$ cat src/rtl/uart_transmitter_controller.sv
// Return-path controller: buffers one register-file read and one ALU result, then serialises them as bytes into the TX FIFO.
// Optional macro RESPONSE_CHECKSUM_EN appends an XOR checksum byte to every response.
module uart_transmitter_controller #(
    parameter int DATA_WIDTH = 8
) (
    input  logic                      clk,
    input  logic                      reset,
    input  logic                      enable,
    input  logic                      read_data_valid,
    input  logic [DATA_WIDTH-1:0]     read_data,
    input  logic                      ALU_result_valid,
    input  logic [2*DATA_WIDTH-1:0]   ALU_result,
    input  logic                      fifo_full,
    output logic                      fifo_write_enable,
    output logic [DATA_WIDTH-1:0]     fifo_write_data,
    output logic                      busy,
    output logic                      response_dropped
);

`ifdef RESPONSE_CHECKSUM_EN
    typedef enum logic [2:0] {
        IDLE, SEND_READ, SEND_ALU_LOW, SEND_ALU_HIGH, SEND_CHECKSUM
    } state_t;
`else
    typedef enum logic [1:0] {
        IDLE, SEND_READ, SEND_ALU_LOW, SEND_ALU_HIGH
    } state_t;
`endif

    state_t                    state_reg;
    logic                      read_pending_reg;
    logic                      alu_pending_reg;
    logic [DATA_WIDTH-1:0]     read_buffer_reg;
    logic [2*DATA_WIDTH-1:0]   alu_buffer_reg;
    logic                      response_dropped_reg;
    logic                      write_fire;
    logic                      read_release;
    logic                      alu_release;
    logic                      read_capture;
    logic                      alu_capture;
    logic                      read_drop;
    logic                      alu_drop;

`ifdef RESPONSE_CHECKSUM_EN
    // Remembers which response the checksum byte belongs to.
    logic                      checksum_alu_reg;
`endif

    assign write_fire        = (state_reg != IDLE) && !fifo_full;
    assign fifo_write_enable = write_fire;
    assign busy              = (state_reg != IDLE) || read_pending_reg || alu_pending_reg;
    assign response_dropped  = response_dropped_reg;

    // A buffer is released on the edge that writes the final byte of its response.
`ifdef RESPONSE_CHECKSUM_EN
    assign read_release = write_fire && (state_reg == SEND_CHECKSUM) && !checksum_alu_reg;
    assign alu_release  = write_fire && (state_reg == SEND_CHECKSUM) &&  checksum_alu_reg;
`else
    assign read_release = write_fire && (state_reg == SEND_READ);
    assign alu_release  = write_fire && (state_reg == SEND_ALU_HIGH);
`endif

    assign read_capture = enable && read_data_valid  && (!read_pending_reg || read_release);
    assign read_drop    = enable && read_data_valid  &&   read_pending_reg && !read_release;
    assign alu_capture  = enable && ALU_result_valid && (!alu_pending_reg  || alu_release);
    assign alu_drop     = enable && ALU_result_valid &&   alu_pending_reg  && !alu_release;

    always_comb begin
        fifo_write_data = '0;
        case (state_reg)
            SEND_READ:     fifo_write_data = read_buffer_reg;
            SEND_ALU_LOW:  fifo_write_data = alu_buffer_reg[DATA_WIDTH-1:0];
            SEND_ALU_HIGH: fifo_write_data = alu_buffer_reg[2*DATA_WIDTH-1:DATA_WIDTH];
`ifdef RESPONSE_CHECKSUM_EN
            SEND_CHECKSUM: fifo_write_data = checksum_alu_reg
                                ? (alu_buffer_reg[DATA_WIDTH-1:0] ^ alu_buffer_reg[2*DATA_WIDTH-1:DATA_WIDTH])
                                : read_buffer_reg;
`endif
            default:       fifo_write_data = '0;
        endcase
    end

    always_ff @(posedge clk) begin
        if (reset) begin
            state_reg            <= IDLE;
            read_pending_reg     <= 1'b0;
            alu_pending_reg      <= 1'b0;
            read_buffer_reg      <= '0;
            alu_buffer_reg       <= '0;
            response_dropped_reg <= 1'b0;
`ifdef RESPONSE_CHECKSUM_EN
            checksum_alu_reg     <= 1'b0;
`endif
        end else begin
            response_dropped_reg <= read_drop || alu_drop;

            // A capture on the release edge wins over clearing the flag.
            if (read_capture) begin
                read_buffer_reg  <= read_data;
                read_pending_reg <= 1'b1;
            end else if (read_release) begin
                read_pending_reg <= 1'b0;
            end

            if (alu_capture) begin
                alu_buffer_reg  <= ALU_result;
                alu_pending_reg <= 1'b1;
            end else if (alu_release) begin
                alu_pending_reg <= 1'b0;
            end

            case (state_reg)
                IDLE: begin
                    if (read_pending_reg) begin
                        state_reg <= SEND_READ;
                    end else if (alu_pending_reg) begin
                        state_reg <= SEND_ALU_LOW;
                    end
                end
                SEND_READ: begin
                    if (write_fire) begin
`ifdef RESPONSE_CHECKSUM_EN
                        state_reg        <= SEND_CHECKSUM;
                        checksum_alu_reg <= 1'b0;
`else
                        state_reg        <= IDLE;
`endif
                    end
                end
                SEND_ALU_LOW: begin
                    if (write_fire) begin
                        state_reg <= SEND_ALU_HIGH;
                    end
                end
                SEND_ALU_HIGH: begin
                    if (write_fire) begin
`ifdef RESPONSE_CHECKSUM_EN
                        state_reg        <= SEND_CHECKSUM;
                        checksum_alu_reg <= 1'b1;
`else
                        state_reg        <= IDLE;
`endif
                    end
                end
`ifdef RESPONSE_CHECKSUM_EN
                SEND_CHECKSUM: begin
                    if (write_fire) begin
                        state_reg <= IDLE;
                    end
                end
`endif
                default: state_reg <= IDLE;
            endcase
        end
    end

endmodule

$ cat config.mk
export PLATFORM = sky130hd
export DESIGN_NAME = uart_transmitter_controller
export DESIGN_NICKNAME = d
export VERILOG_FILES = /design/src/rtl/uart_transmitter_controller.sv
export SDC_FILE = /design/constraint.sdc
export NUM_CORES = 1
export LEC_CHECK = 0
export CAP_MARGIN = 0
export CORE_UTILIZATION = 47
export DETAILED_ROUTE_END_ITERATION = 6
export PLACE_DENSITY = 0.85
export SETUP_SLACK_MARGIN = 0.15
export SLEW_MARGIN = 20
export SYNTH_ARGS = -nofsm -noshare
export SYNTH_HDL_FRONTEND = slang
export SYNTH_SLANG_ARGS = --single-unit
export TNS_END_PERCENT = 50
$ cat constraint.sdc
create_clock -name clk -period 4.2 [get_ports clk]
set_input_delay 0.84 -clock clk [delete_from_list [all_inputs] [get_ports clk]]
set_output_delay 0.84 -clock clk [all_outputs]
set_load 0.01 [all_outputs]
==> results.sh, run 1 <==
export IMPL_placedCellCount=175
export IMPL_fmax_mhz=334.4
export IMPL_grt_ovf=0
export IMPL_drc_errors=0
export IMPL_cts_sink_count=29
export IMPL_startpoint_class_of_the_critical_path="register"
export IMPL_syn_area_per_cell_um2=10.23
export IMPL_pre_cts_setup_slack_ps=1341
export IMPL_syn2layout_area_growth_pct=41.34
export IMPL_antenna_found_initial=0
export IMPL_die_y_um=51.60
export IMPL_postRouteWirelength_um=2832
export IMPL_run_status="complete, no violations"
export IMPL_grt_start_max_net_pins=23
export IMPL_cts_root_to_sink_buffers=2
export IMPL_slew_viol_final=0
export IMPL_static_leakage_power_nw=0.6059
export IMPL_hold_buffers=0
export IMPL_final_period_minus_worst_setup_slack_ps=2991
export IMPL_cell_area_after_placement_mm2=0.001564
export IMPL_ff2ff_setup_slack_ps=2030
export IMPL_grtUsageTotal_pct=23.42
export IMPL_synth_seq_cells=29
export IMPL_final_instance_count_excl_fill=183
export IMPL_postCtsResizedCells=0
export IMPL_arrival_ps=2150
export IMPL_yosysTopAreaCellShare_pct=50.22
export IMPL_worstPathCellList="mux2i_1 -> o21ai_0 -> clkdlybuf4s50_1"
export IMPL_drtPass1Iterations=4
export IMPL_die_x_um=51.60
export IMPL_final_antenna_net_count=0
export IMPL_powerDensity_mw_per_mm2=364.2
export IMPL_reg2regPathDepth=3
export IMPL_wl_per_cell_um=15.48
export IMPL_tightest_slew_ps=868.3
export IMPL_crit_slowest_cell="dfxtp_1"
export IMPL_power_switching_fraction_pct=24.88
export IMPL_power_total_mw=0.5951
export IMPL_floorplan_io_pins=41
export IMPL_worstHoldPathCells=1
export IMPL_finalSetupViolations=0
export IMPL_rsz_0062_raised_after_global_routing="false"
export IMPL_period_share_pct=71.21
export IMPL_cts_root_buffer_cell="clkbuf_4"
export IMPL_nNetsFinal=184
export IMPL_fraction_of_power_consumed_by_the_clock_network_pct=31.3
export IMPL_worstHoldStart="alu_buffer_reg[6]"
export IMPL_worst_slack_ps=1209
export IMPL_yosys_top_cell_by_area="dfxtp_1"
export IMPL_synth_area_top_cells="dfxtp_1 50%, a22o_1 18%, mux2i_1 6.9%, o21ai_0 3.9%, nand3_1 3.5%"
export IMPL_antenna_cells=0
export IMPL_fin_skew_ps=2.883
export IMPL_place_gp_congestion=0.8417
export IMPL_largest_reg_flops=16
export IMPL_htree_num_levels=2
export IMPL_cts_tree="built"
export IMPL_hold_viol=0
export IMPL_synth_lib_cells_used_distinct=20
export IMPL_finalSetupTns_ps=0
export IMPL_fp_row_count=17
export IMPL_netlist_area_mm2=0.001156
export IMPL_combPwrFrac_pct=16.5
export IMPL_switchingPower_mw=0.1480
export IMPL_sum_of_buffers_and_inverters_on_the_critical_path=1
export IMPL_class_of_the_tightest_hold_or_removal_check="reg2reg"
export IMPL_irDropWorstVdd_mv=0.2871
export IMPL_r2r_start="state_reg[1]"
export IMPL_route_detailed_vias_per_inst=5.634
export IMPL_type_of_the_worst_setup_path="reg2out"
export IMPL_synth_nets=143
export IMPL_critical_path_max_fanout=22
export IMPL_power_internal_mw=0.4470
export IMPL_fin_util_pct=72.48
export IMPL_timing_critical_path_slowest_cell_delay_ps=900
export IMPL_final_layout_size_suffix_gt1_share_pct=8.387
export IMPL_cp_top_family="flip-flops"
export IMPL_first_global_vias=995
export IMPL_grt_first_pass_wirelength_um=4574
export IMPL_floorplan_initialDensity_pct=51.28
export IMPL_drt_iter0_drc=27
export IMPL_worst_endpoint_required_ps=3360
export IMPL_drv_cap=0
export IMPL_timing_critical_path_to_type="output pin"
export IMPL_regToRegEndpoint="alu_buffer_reg[4]"
export IMPL_clk_insertion_delay_late_ps=310
export IMPL_ys_warn_count=0
export IMPL_design_core_area_mm2=0.002255
export IMPL_post_dp_hpwl_um=2078
export IMPL_portBuffers=40
export IMPL_dieArea_mm2=0.002662
export IMPL_via_count=1031
export IMPL_post_cts_setup_buffers=0
export IMPL_layout_cell_area_non_filler_mm2=0.001634
export IMPL_clk_transition_reported_paths_ps=90
export IMPL_cts_made_buffers=5
export IMPL_min_delay_worst_endpoint="alu_buffer_reg[6]"
export IMPL_seq_power_share_pct=52.2
export IMPL_post_synthesis_cell_count=113
export IMPL_synth_yosys_seq_area_share_pct=50.22
export IMPL_max_slew_margin_pct=42.03
export IMPL_hold_slack_ps=490.6
## final cells by class
class	count	area, um^2
fillers	175	620.6
flip-flops and latches	29	580.6
multi-input cells	76	540.5
repair buffers	40	400.4
clock buffers	7	65.06
well taps	28	35.03
inverters	2	7.507
clock inverters	1	5.005
## cell usage after synthesis (all sizes together)
cell,n
a21oi,8
a22o,24
a31o,2
buf,5
clkbuf,1
dfxtp,29
inv,2
mux2i,8
nand2,7
nand3,8
nand3b,3
nor2,3
nor2b,1
o211ai,1
o21ai,9
o22ai,1
or3b,1
## cells by family (layout without fill, tap and decap cells)
group / Yosys count / after routing / synth area share [%]
compound gates: 45 / 45 / 29.65
simple gates: 23 / 23 / 10.17
mux: 8 / 8 / 6.927
flops: 29 / 29 / 50.22
buf+inv: 8 / 50 / 3.030
## layout by cell type, fill, tap and decap left out
cell type,n
inv_1,2
nand3_1,8
clkbuf_8,2
or3b_4,1
o211ai_1,1
clkinv_2,1
dfxtp_1,29
nand3b_1,3
a31o_2,1
nor2_1,3
o21ai_0,9
mux2i_1,8
clkbuf_4,5
a22o_1,24
clkdlybuf4s50_1,40
a21oi_2,2
nand2_1,7
a31o_4,1
a21oi_1,6
nor2b_1,1
o22ai_1,1
## worst max-delay path by stage
stage / start / end / cells after the start
floorplan: fifo_full / fifo_write_enable / 1
global placement: fifo_full / fifo_write_enable / 3
detailed placement: fifo_full / fifo_write_enable / 3
CTS: state_reg[1] / fifo_write_data[2] / 3
global route: state_reg[1] / fifo_write_data[5] / 3
finish: state_reg[1] / fifo_write_data[2] / 3
## metal layers
metal | up-vias | GRT usage, % | share of wire, %
met2 | 31 | 35.93 | 47
met4 | 0 | 9.459 | 1.3
li1 | 512 | - | -
met3 | 4 | 5.263 | 4.2
met1 | 484 | 31.64 | 48
met5 | - | 0 | 0
## power by group through the flow
stage	combinational (mW)	sequential, mW	clock [mW]
global route	0.106	0.313	0.207
finish	0.0983	0.311	0.186
floorplan	0.0556	0.306	0
CTS	0.0983	0.310	0.191
global placement	0.0941	0.315	0
detailed placement	0.0974	0.317	0
(Power assumes the default switching activity.)
==> run 2: changes to the inputs <==
--- a/config.mk
+++ b/config.mk
@@ -6,9 +6,9 @@
 export NUM_CORES = 1
 export LEC_CHECK = 0
 export CAP_MARGIN = 0
-export CORE_UTILIZATION = 47
+export CORE_UTILIZATION = 39
 export DETAILED_ROUTE_END_ITERATION = 6
-export PLACE_DENSITY = 0.85
+export PLACE_DENSITY = 0.76
 export SETUP_SLACK_MARGIN = 0.15
 export SLEW_MARGIN = 20
 export SYNTH_ARGS = -nofsm -noshare
==> constraint.sdc (replaced) <==
create_clock -name clk -period 2.4 [get_ports clk]
set_input_delay 0.48 -clock clk [delete_from_list [all_inputs] [get_ports clk]]
set_output_delay 0.48 -clock clk [all_outputs]
set_load 0.01 [all_outputs]
==> run 2 against run 1 <==
Against the previous run: sequential power up 76%; core utilization down 13 points; flip-flop and latch count is the same; non-clock buffer count is 2 higher; wire length decreased by 4.8%; register-to-register slack got worse by 1300 ps; via count up 2.3%; setup slack lost 980 ps; critical path type unchanged; highest routed layer unchanged.
==> results.sh, run 2 (synthesis gave the netlist of run 1 again) <==
export IMPL_timing_critical_path_from="state_reg[0]"
export IMPL_antenna_found_initial=0
export IMPL_global_route_peak_usage_layer="met2"
export IMPL_powerDensity_mw_per_mm2=594.1
export IMPL_final_cell_mix="40 x clkdlybuf4s50_1, 27 x dfxtp_1, 24 x a22o_1"
export IMPL_floorplan_initialDensity_pct=41.57
export IMPL_nNetsFinal=188
export IMPL_grtUsageTotal_pct=18.23
export IMPL_cts_root_buffer_cell="clkbuf_4"
export IMPL_rsz_0062_raised_after_global_routing="false"
export IMPL_hold_slack_ps=484.5
export IMPL_class_of_the_tightest_hold_or_removal_check="reg2reg"
export IMPL_design_core_area_mm2=0.002781
export IMPL_startpoint_class_of_the_critical_path="register"
export IMPL_hold_viol=0
export IMPL_cts_tree="built"
export IMPL_power_total_mw=0.9812
export IMPL_cts_root_to_sink_buffers=2
export IMPL_dieArea_mm2=0.003186
export IMPL_type_of_the_worst_setup_path="reg2out"
export IMPL_antenna_cells=0
export IMPL_grt_start_max_net_pins=20
export IMPL_tightest_slew_ps=719.3
export IMPL_final_antenna_net_count=0
export IMPL_syn2layout_area_growth_pct=42.86
export IMPL_route_detailed_vias_per_inst=5.612
export IMPL_grt_util_met3_pct=5.760
export IMPL_finalSetupViolations=0
export IMPL_seqCellArea_um2=588.1
export IMPL_cts_made_buffers=5
export IMPL_globalRouteMet2Util_pct=28.91
export IMPL_area_used_by_multi_input_combinational_logic_um2=540.5
export IMPL_critical_path_max_fanout=7
export IMPL_static_leakage_power_nw=0.6017
export IMPL_drt_iter0_drc=25
export IMPL_fp_row_count=19
export IMPL_worstHoldStart="alu_buffer_reg[8]"
export IMPL_wl_per_cell_um=14.35
export IMPL_clk_insertion_delay_late_ps=320
export IMPL_floorplan_io_pins=41
export IMPL_postRouteWirelength_um=2697
export IMPL_drc_errors=0
export IMPL_pre_cts_setup_slack_ps=162.8
export IMPL_fin_skew_ps=10.16
export IMPL_final_period_minus_worst_setup_slack_ps=2167
export IMPL_global_route_usage_met1_pct=22.41
export IMPL_slew_viol_final=0
export IMPL_finalSetupTns_ps=0
export IMPL_fmax_mhz=461.4
export IMPL_grt_ovf=0
export IMPL_htree_num_levels=2
export IMPL_worst_endpoint_required_ps=1920
export IMPL_drv_cap=0
export IMPL_place_gp_congestion=0.8782
export IMPL_die_x_um=56.45
export IMPL_grt_first_pass_wirelength_um=4436
export IMPL_portBuffers=40
export IMPL_arrival_ps=1690
export IMPL_worst_slack_ps=232.5
export IMPL_fillerInstances=246
export IMPL_clk_transition_reported_paths_ps=90
export IMPL_largest_reg_flops=16
export IMPL_first_global_vias=980
export IMPL_max_slew_margin_pct=52.05
export IMPL_cts_sink_count=29
export IMPL_final_layout_size_suffix_gt1_share_pct=11.46
export IMPL_period_share_pct=90.31
export IMPL_post_dp_hpwl_um=1958
export IMPL_timing_critical_path_to_type="output pin"
export IMPL_mostFrequentLayoutCell="clkdlybuf4s50_1"
export IMPL_run_status="complete, no violations"
export IMPL_irDropWorstVdd_mv=0.4145
export IMPL_drtPass1Iterations=4
export IMPL_r2r_start="state_reg[1]"
export IMPL_via_count=1055
export IMPL_die_y_um=56.45
## run 2: area by class of cell
type,count,share of cell area (%)
clock buffers,5,2.273
clock inverters,1,0.3030
inverters,2,0.6818
multi-input cells,76,32.73
flip-flops and latches,29,35.61
well taps,31,2.348
repair buffers,42,25.15
repair inverters,2,0.9091
## run 2: path summary, 6_finish.rpt
kind	endpoint	slack (ps)	depth (start not counted)
setup reg to reg	alu_buffer_reg[15]	690	4
setup / recovery	fifo_write_data[6]	230	3
hold / removal	alu_buffer_reg[8]	480	1
hold reg to reg	alu_buffer_reg[8]	480	1
## run 2: power breakdown
group | switching, mW | total [mW] | internal, mW
registers | 0.0365 | 0.548 | 0.511
logic | 0.0691 | 0.177 | 0.108
clock network | 0.155 | 0.256 | 0.101
total | 0.260 | 0.981 | 0.721
## run 2: timing repair
item / CTS / global route
endpoints found under the setup margin: 10 / 8
buffers inserted: 0 / 0
hold buffers: 0 / 0
cloned: 1 / 1
gates resized for setup: 5 / 3
## run 2: worst max-delay path: stages, from the launching register on
cell and delay, ps:
dfxtp_4 430, clkinvlp_4 140, o21ai_0 220, clkdlybuf4s50_1 570
## run 2: stage by stage
| step | utilization [%] | std cells | cell area [um^2] |
|---|---|---|---|
| 5_1_grt | 59.38 | 188 | 1652 |
| 6_report | 59.38 | 188 | 1652 |
| 3_5_place_dp | 56.91 | 180 | 1583 |
| 2_1_floorplan | - | 113 | 1156 |
| 3_3_place_gp | 56.91 | 180 | 1583 |
| 4_1_cts | 59.02 | 187 | 1642 |
## run 2: per-layer routing
layer	wire length, um	part of all wire (%)
met5	0	0
met3	124	4.6
met1	1253	46
met4	46	1.7
met2	1272	47
==> run 3: changes to the inputs <==
--- a/config.mk
+++ b/config.mk
@@ -6,9 +6,10 @@
 export NUM_CORES = 1
 export LEC_CHECK = 0
 export CAP_MARGIN = 0
-export CORE_UTILIZATION = 39
+export CORE_UTILIZATION = 51
 export DETAILED_ROUTE_END_ITERATION = 6
-export PLACE_DENSITY = 0.76
+export DONT_BUFFER_PORTS = 1
+export PLACE_DENSITY = 0.71
 export SETUP_SLACK_MARGIN = 0.15
 export SLEW_MARGIN = 20
 export SYNTH_ARGS = -nofsm -noshare
==> run 3 against run 2 <==
Against the previous run: setup slack improved by 180 ps; design area fell by 25%; sequential share of layout area rose by 11 points; global-route usage rose by 3.6 points; non-clock buffer count fell by 41; critical path type unchanged.
==> results.sh, run 3 (synthesis gave the netlist of run 1 again) <==
export IMPL_pre_cts_setup_slack_ps=407.9
export IMPL_drtPass1Iterations=4
export IMPL_antenna_found_initial=0
export IMPL_slew_viol_final=0
export IMPL_final_antenna_net_count=0
export IMPL_mostFrequentLayoutCell="dfxtp_1"
export IMPL_portBuffers=0
export IMPL_hold_viol=0
export IMPL_wl_met3_um=264
export IMPL_static_leakage_power_nw=0.4597
export IMPL_cts_root_to_sink_buffers=2
export IMPL_post_cts_setup_buffers=0
export IMPL_via_count=867
export IMPL_worst_endpoint_required_ps=1920
export IMPL_tightest_slew_ps=466.4
export IMPL_finalSetupViolations=0
export IMPL_syn2layout_area_growth_pct=7.575
export IMPL_switchingPower_mw=0.2548
export IMPL_htree_num_levels=2
export IMPL_cts_root_buffer_cell="clkbuf_4"
export IMPL_placedCellCount=135
export IMPL_power_switching_fraction_pct=24.94
export IMPL_fin_skew_ps=10.24
export IMPL_post_dp_hpwl_um=1741
export IMPL_grt_start_max_net_pins=23
export IMPL_floorplan_initialDensity_pct=56.62
export IMPL_drv_cap=0
export IMPL_run_status="complete, no violations"
export IMPL_seq_power_share_pct=53.3
export IMPL_cts_tree="built"
export IMPL_rsz_0062_raised_after_global_routing="false"
export IMPL_fmax_mhz=502.4
export IMPL_fillerInstances=189
export IMPL_class_of_the_tightest_hold_or_removal_check="in2reg"
export IMPL_final_instance_count_excl_fill=142
export IMPL_place_gp_congestion=0.7628
export IMPL_die_y_um=49.61
export IMPL_grtUsageTotal_pct=21.85
export IMPL_seqCellArea_um2=581.8
export IMPL_max_slew_margin_pct=68.91
export IMPL_worst_slack_ps=409.4
export IMPL_timing_critical_path_to_type="output pin"
export IMPL_startpoint_class_of_the_critical_path="register"
export IMPL_wirelength_met1_um=1107
export IMPL_antenna_cells=0
export IMPL_cell_area_after_placement_mm2=0.001170
export IMPL_wl_per_cell_um=17.18
export IMPL_postRouteWirelength_um=2439
export IMPL_first_global_vias=823
export IMPL_period_share_pct=82.94
export IMPL_nNetsFinal=145
export IMPL_critical_path_max_fanout=22
export IMPL_area_used_by_multi_input_combinational_logic_um2=540.5
export IMPL_grt_ovf=0
export IMPL_cts_made_buffers=5
export IMPL_final_cell_mix="28 x dfxtp_1, 24 x a22o_1, 9 x o21ai_0"
export IMPL_final_period_minus_worst_setup_slack_ps=1991
export IMPL_layout_cell_area_non_filler_mm2=0.001244
export IMPL_combPwrFrac_pct=9.5
export IMPL_drc_errors=0
export IMPL_clk_insertion_delay_late_ps=340
export IMPL_largest_reg_flops=16
export IMPL_fp_row_count=16
export IMPL_power_internal_mw=0.7669
export IMPL_powerDensity_mw_per_mm2=821.5
export IMPL_type_of_the_worst_setup_path="reg2out"
export IMPL_cts_sink_count=29
export IMPL_fraction_of_power_consumed_by_the_clock_network_pct=37.3
export IMPL_design_core_area_mm2=0.002042
export IMPL_wl_met2_um=1020
export IMPL_final_layout_size_suffix_gt1_share_pct=12.17
export IMPL_die_x_um=49.61
export IMPL_irDropWorstVdd_mv=0.5037
export IMPL_top_signal_layer_used="met4"
export IMPL_floorplan_io_pins=41
export IMPL_arrival_ps=1510
export IMPL_route_detailed_vias_per_inst=6.106
export IMPL_finalSetupTns_ps=0
export IMPL_drt_iter0_drc=15
export IMPL_dieArea_mm2=0.002461
export IMPL_grt_first_pass_wirelength_um=3822
export IMPL_clk_transition_reported_paths_ps=90
run 3: cell type report:
type	count	share of cell area, %
Tap cell	27	2.716
Clock inverter	2	2.817
Sequential cell	29	46.78
Timing Repair Buffer	1	0.6036
Multi-Input combinational cell	76	43.46
Clock buffer	5	3.018
Inverter	2	0.6036
run 3: layer usage:
| layer | global-route usage (%) | vias to the layer above |
|---|---|---|
| met5 | 0 | - |
| met4 | 10.95 | 0 |
| met2 | 28.83 | 34 |
| met1 | 25.87 | 397 |
| met3 | 15.74 | 6 |
| li1 | - | 430 |
run 3: power by group through the flow:
stage	clock, mW	combinational [mW]	sequential (mW)
floorplan	0	0.0973	0.536
global placement	0	0.0938	0.553
detailed placement	0	0.0973	0.554
CTS	0.389	0.0971	0.544
global route	0.408	0.107	0.548
finish	0.381	0.0966	0.544
run 3: worst max-delay path: stages (launching register included):
cell,delay (ps)
dfxtp_2,630
mux2i_1,150
o21ai_0,390
run 3: timing repair:
item	4_1_cts	5_1_grt
hold buffers	0	0
gates resized for setup	1	0
endpoints found under the setup margin	6	0
run 3: path summary, 6_finish.rpt:
check                                       start                 end  slack (ps)  cells past startpoint
worst min-delay path                        reset     alu_pending_reg         200                      1
worst min register to register  alu_buffer_reg[8]   alu_buffer_reg[8]         490                      1
worst max register to register       state_reg[1]   alu_buffer_reg[3]         710                      4
worst max-delay path                 state_reg[1]  fifo_write_data[2]         410                      2
run 3: per-stage QoR:
step / power [mW] / hold slack [ps] / util (%)
floorplan: 0.6332 / 448.4 / -
global placement: 0.6468 / 463.9 / 57.29
detailed placement: 0.6512 / 465.9 / 57.29
CTS: 1.030 / 181.1 / 60.91
global route: 1.063 / 172.1 / 60.91
finish: 1.022 / 196.3 / 60.91
